**config.mk**
```make
export PLATFORM = sky130hd
export DESIGN_NAME = result_drain
export DESIGN_NICKNAME = d
export VERILOG_FILES = /design/src/rtl/result_drain.sv
export SDC_FILE = /design/constraint.sdc
export NUM_CORES = 1
export LEC_CHECK = 0
export ABC_AREA = 1
export CAP_MARGIN = 20
export CORE_ASPECT_RATIO = 0.5
export CORE_MARGIN = 1
export CORE_UTILIZATION = 35
export DETAILED_ROUTE_END_ITERATION = 10
export SLEW_MARGIN = 20
export SYNTH_ARGS = -nofsm -noshare
export SYNTH_HDL_FRONTEND = slang
export SYNTH_SLANG_ARGS = --single-unit
```
**constraint.sdc**
```tcl
create_clock -name clk -period 7.9 [get_ports clk]
set_input_delay 1.58 -clock clk [delete_from_list [all_inputs] [get_ports clk]]
set_output_delay 1.58 -clock clk [all_outputs]
set_load 0.01 [all_outputs]
```
**src/rtl/result_drain.sv**
```systemverilog
// result_drain: captures the eight multiplier results on the rising edge of
// done and streams them out as bytes over a valid/ready handshake. Results go
// in order 0..NUM_RES-1, MSB byte first, with an optional mod-256 checksum
// byte at the end.
//
// Ports:
//   clk          system clock, rising edge
//   rst          asynchronous active-high reset
//   done         multiplier completion level
//   Cout0..Cout7 multiplier results, sampled only on the done rising edge
//   out_data     stream byte (registered)
//   out_valid    out_data holds a valid byte (registered)
//   out_ready    downstream accepts a byte this cycle
//   busy         high from capture until the final byte is accepted
//   overrun      sticky: a new result arrived while a drain was in progress
module result_drain #(
  parameter int unsigned DATA_W        = 24,
  parameter int unsigned NUM_RES       = 8,
  parameter int unsigned SEND_CHECKSUM = 1
) (
  input  logic              clk,
  input  logic              rst,
  input  logic              done,
  input  logic [DATA_W-1:0] Cout0,
  input  logic [DATA_W-1:0] Cout1,
  input  logic [DATA_W-1:0] Cout2,
  input  logic [DATA_W-1:0] Cout3,
  input  logic [DATA_W-1:0] Cout4,
  input  logic [DATA_W-1:0] Cout5,
  input  logic [DATA_W-1:0] Cout6,
  input  logic [DATA_W-1:0] Cout7,
  output logic [7:0]        out_data,
  output logic              out_valid,
  input  logic              out_ready,
  output logic              busy,
  output logic              overrun
);

  localparam int unsigned BYTES_PER_RES = DATA_W / 8;
  localparam int unsigned TOTAL_BYTES   = NUM_RES * BYTES_PER_RES;
  localparam int unsigned FLAT_W        = NUM_RES * DATA_W;
  localparam int unsigned IDX_W         = (TOTAL_BYTES > 1) ? $clog2(TOTAL_BYTES) : 1;

  typedef enum logic [1:0] {
    S_IDLE,
    S_SEND,
    S_CSUM
  } state_t;

  state_t            r_state;
  logic              r_done_q;
  logic [FLAT_W-1:0] r_shift;
  logic [IDX_W-1:0]  r_idx;
  logic [7:0]        r_csum;
  logic [7:0]        r_out_data;
  logic              r_out_valid;
  logic              r_busy;
  logic              r_overrun;

  logic [DATA_W-1:0] w_cout [8];
  logic [FLAT_W-1:0] w_flat;
  logic              w_cap_evt;
  logic              w_xfer;
  logic              w_last;
  logic [7:0]        w_csum_next;

  assign w_cout[0] = Cout0;
  assign w_cout[1] = Cout1;
  assign w_cout[2] = Cout2;
  assign w_cout[3] = Cout3;
  assign w_cout[4] = Cout4;
  assign w_cout[5] = Cout5;
  assign w_cout[6] = Cout6;
  assign w_cout[7] = Cout7;

  // Flatten results so result 0 sits in the top bits: the stream is then
  // simply this vector read MSB byte first.
  for (genvar g = 0; g < NUM_RES; g++) begin : g_flat
    assign w_flat[FLAT_W-1-g*DATA_W -: DATA_W] = w_cout[g];
  end

  assign w_cap_evt   = done & ~r_done_q;
  assign w_xfer      = r_out_valid & out_ready;
  assign w_last      = (r_idx == IDX_W'(TOTAL_BYTES - 1));
  assign w_csum_next = r_csum + r_out_data;

  // Capture / serialise FSM. r_shift holds the bytes still to be presented;
  // r_out_data holds the byte currently on the bus.
  always_ff @(posedge clk or posedge rst) begin
    if (rst) begin
      r_state     <= S_IDLE;
      r_done_q    <= 1'b0;
      r_shift     <= '0;
      r_idx       <= '0;
      r_csum      <= '0;
      r_out_data  <= '0;
      r_out_valid <= 1'b0;
      r_busy      <= 1'b0;
      r_overrun   <= 1'b0;
    end else begin
      r_done_q <= done;

      // Any edge outside IDLE (including the final-transfer cycle) is dropped.
      if (w_cap_evt && (r_state != S_IDLE)) begin
        r_overrun <= 1'b1;
      end

      case (r_state)
        S_IDLE: begin
          if (w_cap_evt) begin
            r_out_data  <= w_flat[FLAT_W-1 -: 8];
            r_shift     <= {w_flat[FLAT_W-9:0], 8'h00};
            r_idx       <= '0;
            r_csum      <= '0;
            r_out_valid <= 1'b1;
            r_busy      <= 1'b1;
            r_state     <= S_SEND;
          end
        end

        S_SEND: begin
          if (w_xfer) begin
            r_csum <= w_csum_next;
            if (w_last) begin
              if (SEND_CHECKSUM != 0) begin
                r_out_data <= w_csum_next;
                r_state    <= S_CSUM;
              end else begin
                r_out_data  <= '0;
                r_out_valid <= 1'b0;
                r_busy      <= 1'b0;
                r_state     <= S_IDLE;
              end
            end else begin
              r_out_data <= r_shift[FLAT_W-1 -: 8];
              r_shift    <= {r_shift[FLAT_W-9:0], 8'h00};
              r_idx      <= r_idx + IDX_W'(1);
            end
          end
        end

        S_CSUM: begin
          if (w_xfer) begin
            r_out_data  <= '0;
            r_out_valid <= 1'b0;
            r_busy      <= 1'b0;
            r_state     <= S_IDLE;
          end
        end

        default: begin
          r_state <= S_IDLE;
        end
      endcase
    end
  end

  assign out_data  = r_out_data;
  assign out_valid = r_out_valid;
  assign busy      = r_busy;
  assign overrun   = r_overrun;

endmodule
```
==> impl_metrics.csv <==
group,metric,value,unit
logic_synthesis,synthTopCellsByCount,"416 x nand2_1, 210 x dfrtp_1, 195 x nor2_1",
timing,setup_viol,0,
floorplan,die_x,238.4,µm
logic_synthesis,synth_area_leaders,"dfrtp_1 54%, nand2_1 16%, a31oi_1 11%",
clock_network,cts_tree,"yes",
clock_network,cts.sinks,210,
clock_network,clock-root-buffer,"clkbuf_16",
floorplan,rows,42,
critical_path,reg2reg_slack,3.29,ns
critical_path,critPathKind,"reg2reg",
logic_synthesis,synth_cell_types,28,
routing,avgRoutedWirePerCell,14.97,µm
timing,fin_crit_sh,0.5841,
routing,via_per_inst,4.906,
clock_network,clk_latency,0.52,ns
critical_path,r2r_cells,12,
floorplan,die_h,120.2,µm
clock_network,cts_buffers,21,
clock_network,cts_hold_buf,0,
placement,routabilityCongestion,0.8249,
routing,drt-initial-drc-count,729,
logic_synthesis,synth_area_leader_cell,"dfrtp_1",
global_routing,grt_overflow,0,
power_and_ir_drop,cellPowerDensity,416.9,nW/µm²
placement,dpl_worst_slack,3.203,ns
critical_path,timing.rr.end,"r_shift[33]$_DFFE_PP0P_",
cells_and_area,final_util,0.4707,
critical_path,critPathCaptureType,"register",
power_and_ir_drop,leakagePower,5.447,nW
worst_hold_path,hp-start,"r_shift[8]$_DFFE_PP0P_",
cells_and_area,ff_latch_area,5255,µm²
cells_and_area,multi_input_area,4046,µm²
logic_synthesis,synth_warnings,0,
timing,finalSetupTns,0,ns
clock_network,cts_resized,0,
routing,route.detailed.drc,0,
routing,totalWireLength,26040,µm
logic_synthesis,netlist_instances,1205,
status,status,"finished, final reports clean",
timing,skew,0.02325,ns
logic_synthesis,synthFlopType,"dfrtp_1",
critical_path,cp.required,8.34,ns
timing,slew_headroom,0.2823,
global_routing,grt_pass1_vias,8112,
global_routing,grt_max_degree,208,
timing,rsz0062_at_grt,"no",
timing,worstMarginPinSlew,1.076,ns
cells_and_area,final_nets,1564,
cells_and_area,layout-drive-gt1-share,0.03150,
logic_synthesis,synth_seq_cells,210,
critical_path,worst-path-max-fanout,207,
critical_path,r2r_start,"r_state[1]$_DFFE_PP0P_",
critical_path,cp_data_arrival_time,5.05,ns
logic_synthesis,synthArstFlopShare,1.000,
clock_network,clk_path_buf_depth,3,
logic_synthesis,syn-num-nets,1414,
logic_synthesis,postSynthAreaPerCell,8.113,µm²
routing,drt_first_pass_iters,5,
logic_synthesis,synth_top_area_share,0.5376,
logic_synthesis,yosysMostFrequentCell,"nand2_1",
clock_network,clkTransAtPathRegs,0.06,ns
run,maxCapViolCount,0,
global_routing,antenna_found_initial,1,
clock_network,cts_setup_buffers,0,
placement,io_buffers,206,
worst_hold_path,hold_path_depth,2,
floorplan,design.core.area,26910,µm²
worst_hold_path,min_to,"r_shift[8]$_DFFE_PP0P_",
critical_path,cp-start-kind,"register",
timing,fmax,216.7,MHz
routing,num_vias,8537,
floorplan,die-area,28640,µm²
cells_and_area,area_delta_synth_final,29.55,%
logic_synthesis,netlist_area,9776,µm²
clock_network,htreeDepth,1,
global_routing,grt_pass1_wl,41780,µm
power_and_ir_drop,ir_worst_vdd,0.2691,mV
routing,ant_nets,0,
timing,timing.final.ws_setup,3.286,ns
logic_synthesis,synth_edf_count,0,
timing,finalMaxSlewViolations,0,
cells_and_area,fillers,2686,
global_routing,grt_usage,0.1803,
worst_hold_path,min_path_type,"reg2reg",
floorplan,start_util,0.3633,
placement,post-dp-hpwl,17270,µm
floorplan,io_pins,207,
logic_synthesis,yosysSeqAreaShare,0.5376,
timing,hold_violations,0,
timing,post-route-min-period,4.614,ns
[stage by stage]
| stage | hold WS [ns] | power (mW) | area (µm²) | instances |
|---|---|---|---|---|
| after global routing | 0.5026 | 5.754 | 12660 | 1740 |
| after global placement | 0.4642 | 4.247 | 12020 | 1706 |
| final | 0.4769 | 5.280 | 12660 | 1740 |
| after detailed placement | 0.4688 | 4.327 | 12020 | 1706 |
| after floorplan | 0.4422 | 3.748 | 9776 | 1205 |
| after CTS | 0.4838 | 5.324 | 12660 | 1739 |
[worst max-delay path by stage]
stage	slack [ns]	depth (start not counted)	endpoint	startpoint
after floorplan	0.58	1	busy$_DFFE_PP0P_	rst
after global placement	3.26	10	r_shift[20]$_DFFE_PP0P_	out_ready
after detailed placement	3.20	10	r_shift[33]$_DFFE_PP0P_	out_ready
after CTS	3.29	12	r_shift[33]$_DFFE_PP0P_	r_state[1]$_DFFE_PP0P_
after global routing	2.83	12	r_shift[47]$_DFFE_PP0P_	r_state[1]$_DFFE_PP0P_
final	3.29	12	r_shift[33]$_DFFE_PP0P_	r_state[1]$_DFFE_PP0P_
[layout by cell type, fill, tap and decap left out, drive strengths merged, types with 2 or more instances in the layout]
cell type	instances
a21o	3
a21oi	29
a31oi	176
buf	6
clkbuf	29
clkdlybuf4s50	206
clkinv	2
dfrtp	210
ha	12
inv	30
nand2	416
nand3	21
nor2	195
o211ai	2
o21ai	14
o21bai	2
o31ai	2
xor2	2
[state kept, by name, summed over array words and instances, names as in the netlist]
signal    flops
busy          1
out_data      8
overrun       1
r_csum        8
r_done_q      1
r_idx         5
r_shift     184
r_state       2
[cell families (layout without fill, tap and decap cells)]
logic type / count (synthesis) / in the layout / synth area share
adder cells (fa/ha/maj): 13 / 13 / 0.01741
other: 0 / 1 / 0
buffers and inverters: 114 / 274 / 0.04979
AO/OA/AOI/OAI: 231 / 231 / 0.1454
AND/OR/NAND/NOR: 634 / 634 / 0.2472
flip-flops: 210 / 210 / 0.5376
XOR/XNOR: 3 / 3 / 0.002688
[critical path, cell delays in order (launching register included)]
cell	delay, ns
dfrtp_1	0.41
inv_1	0.12
ha_4	0.13
buf_4	0.66
inv_6	0.49
o21ai_1	0.25
nand2_1	0.32
inv_2	0.29
o21ai_4	0.18
inv_8	0.68
buf_12	0.52
nor2_1	0.09
a31oi_1	0.18
[cell type report]
class | count | area share
Multi-Input combinational cell | 881 | 0.3195
Timing Repair Buffer | 212 | 0.1674
Inverter | 29 | 0.01018
Tap cell | 374 | 0.03695
Sequential cell | 210 | 0.4149
Antenna cell | 1 | 0.0001976
Clock buffer | 29 | 0.04703
Clock inverter | 4 | 0.003853
[routing by layer]
| layer | up-vias | part of all wire | global-route usage |
|---|---|---|---|
| met5 | - | 0 | 0 |
| met4 | 0 | 0.023 | 0.04728 |
| met3 | 35 | 0.038 | 0.02808 |
| met2 | 174 | 0.47 | 0.2915 |
| met1 | 4040 | 0.47 | 0.2529 |
| li1 | 4288 | - | - |
[where the power goes]
part | switching [mW] | internal [mW]
sequential | 0.311 | 1.64
combinational | 1.50 | 0.861
clock | 0.420 | 0.555
(Power assumes the default switching activity.)
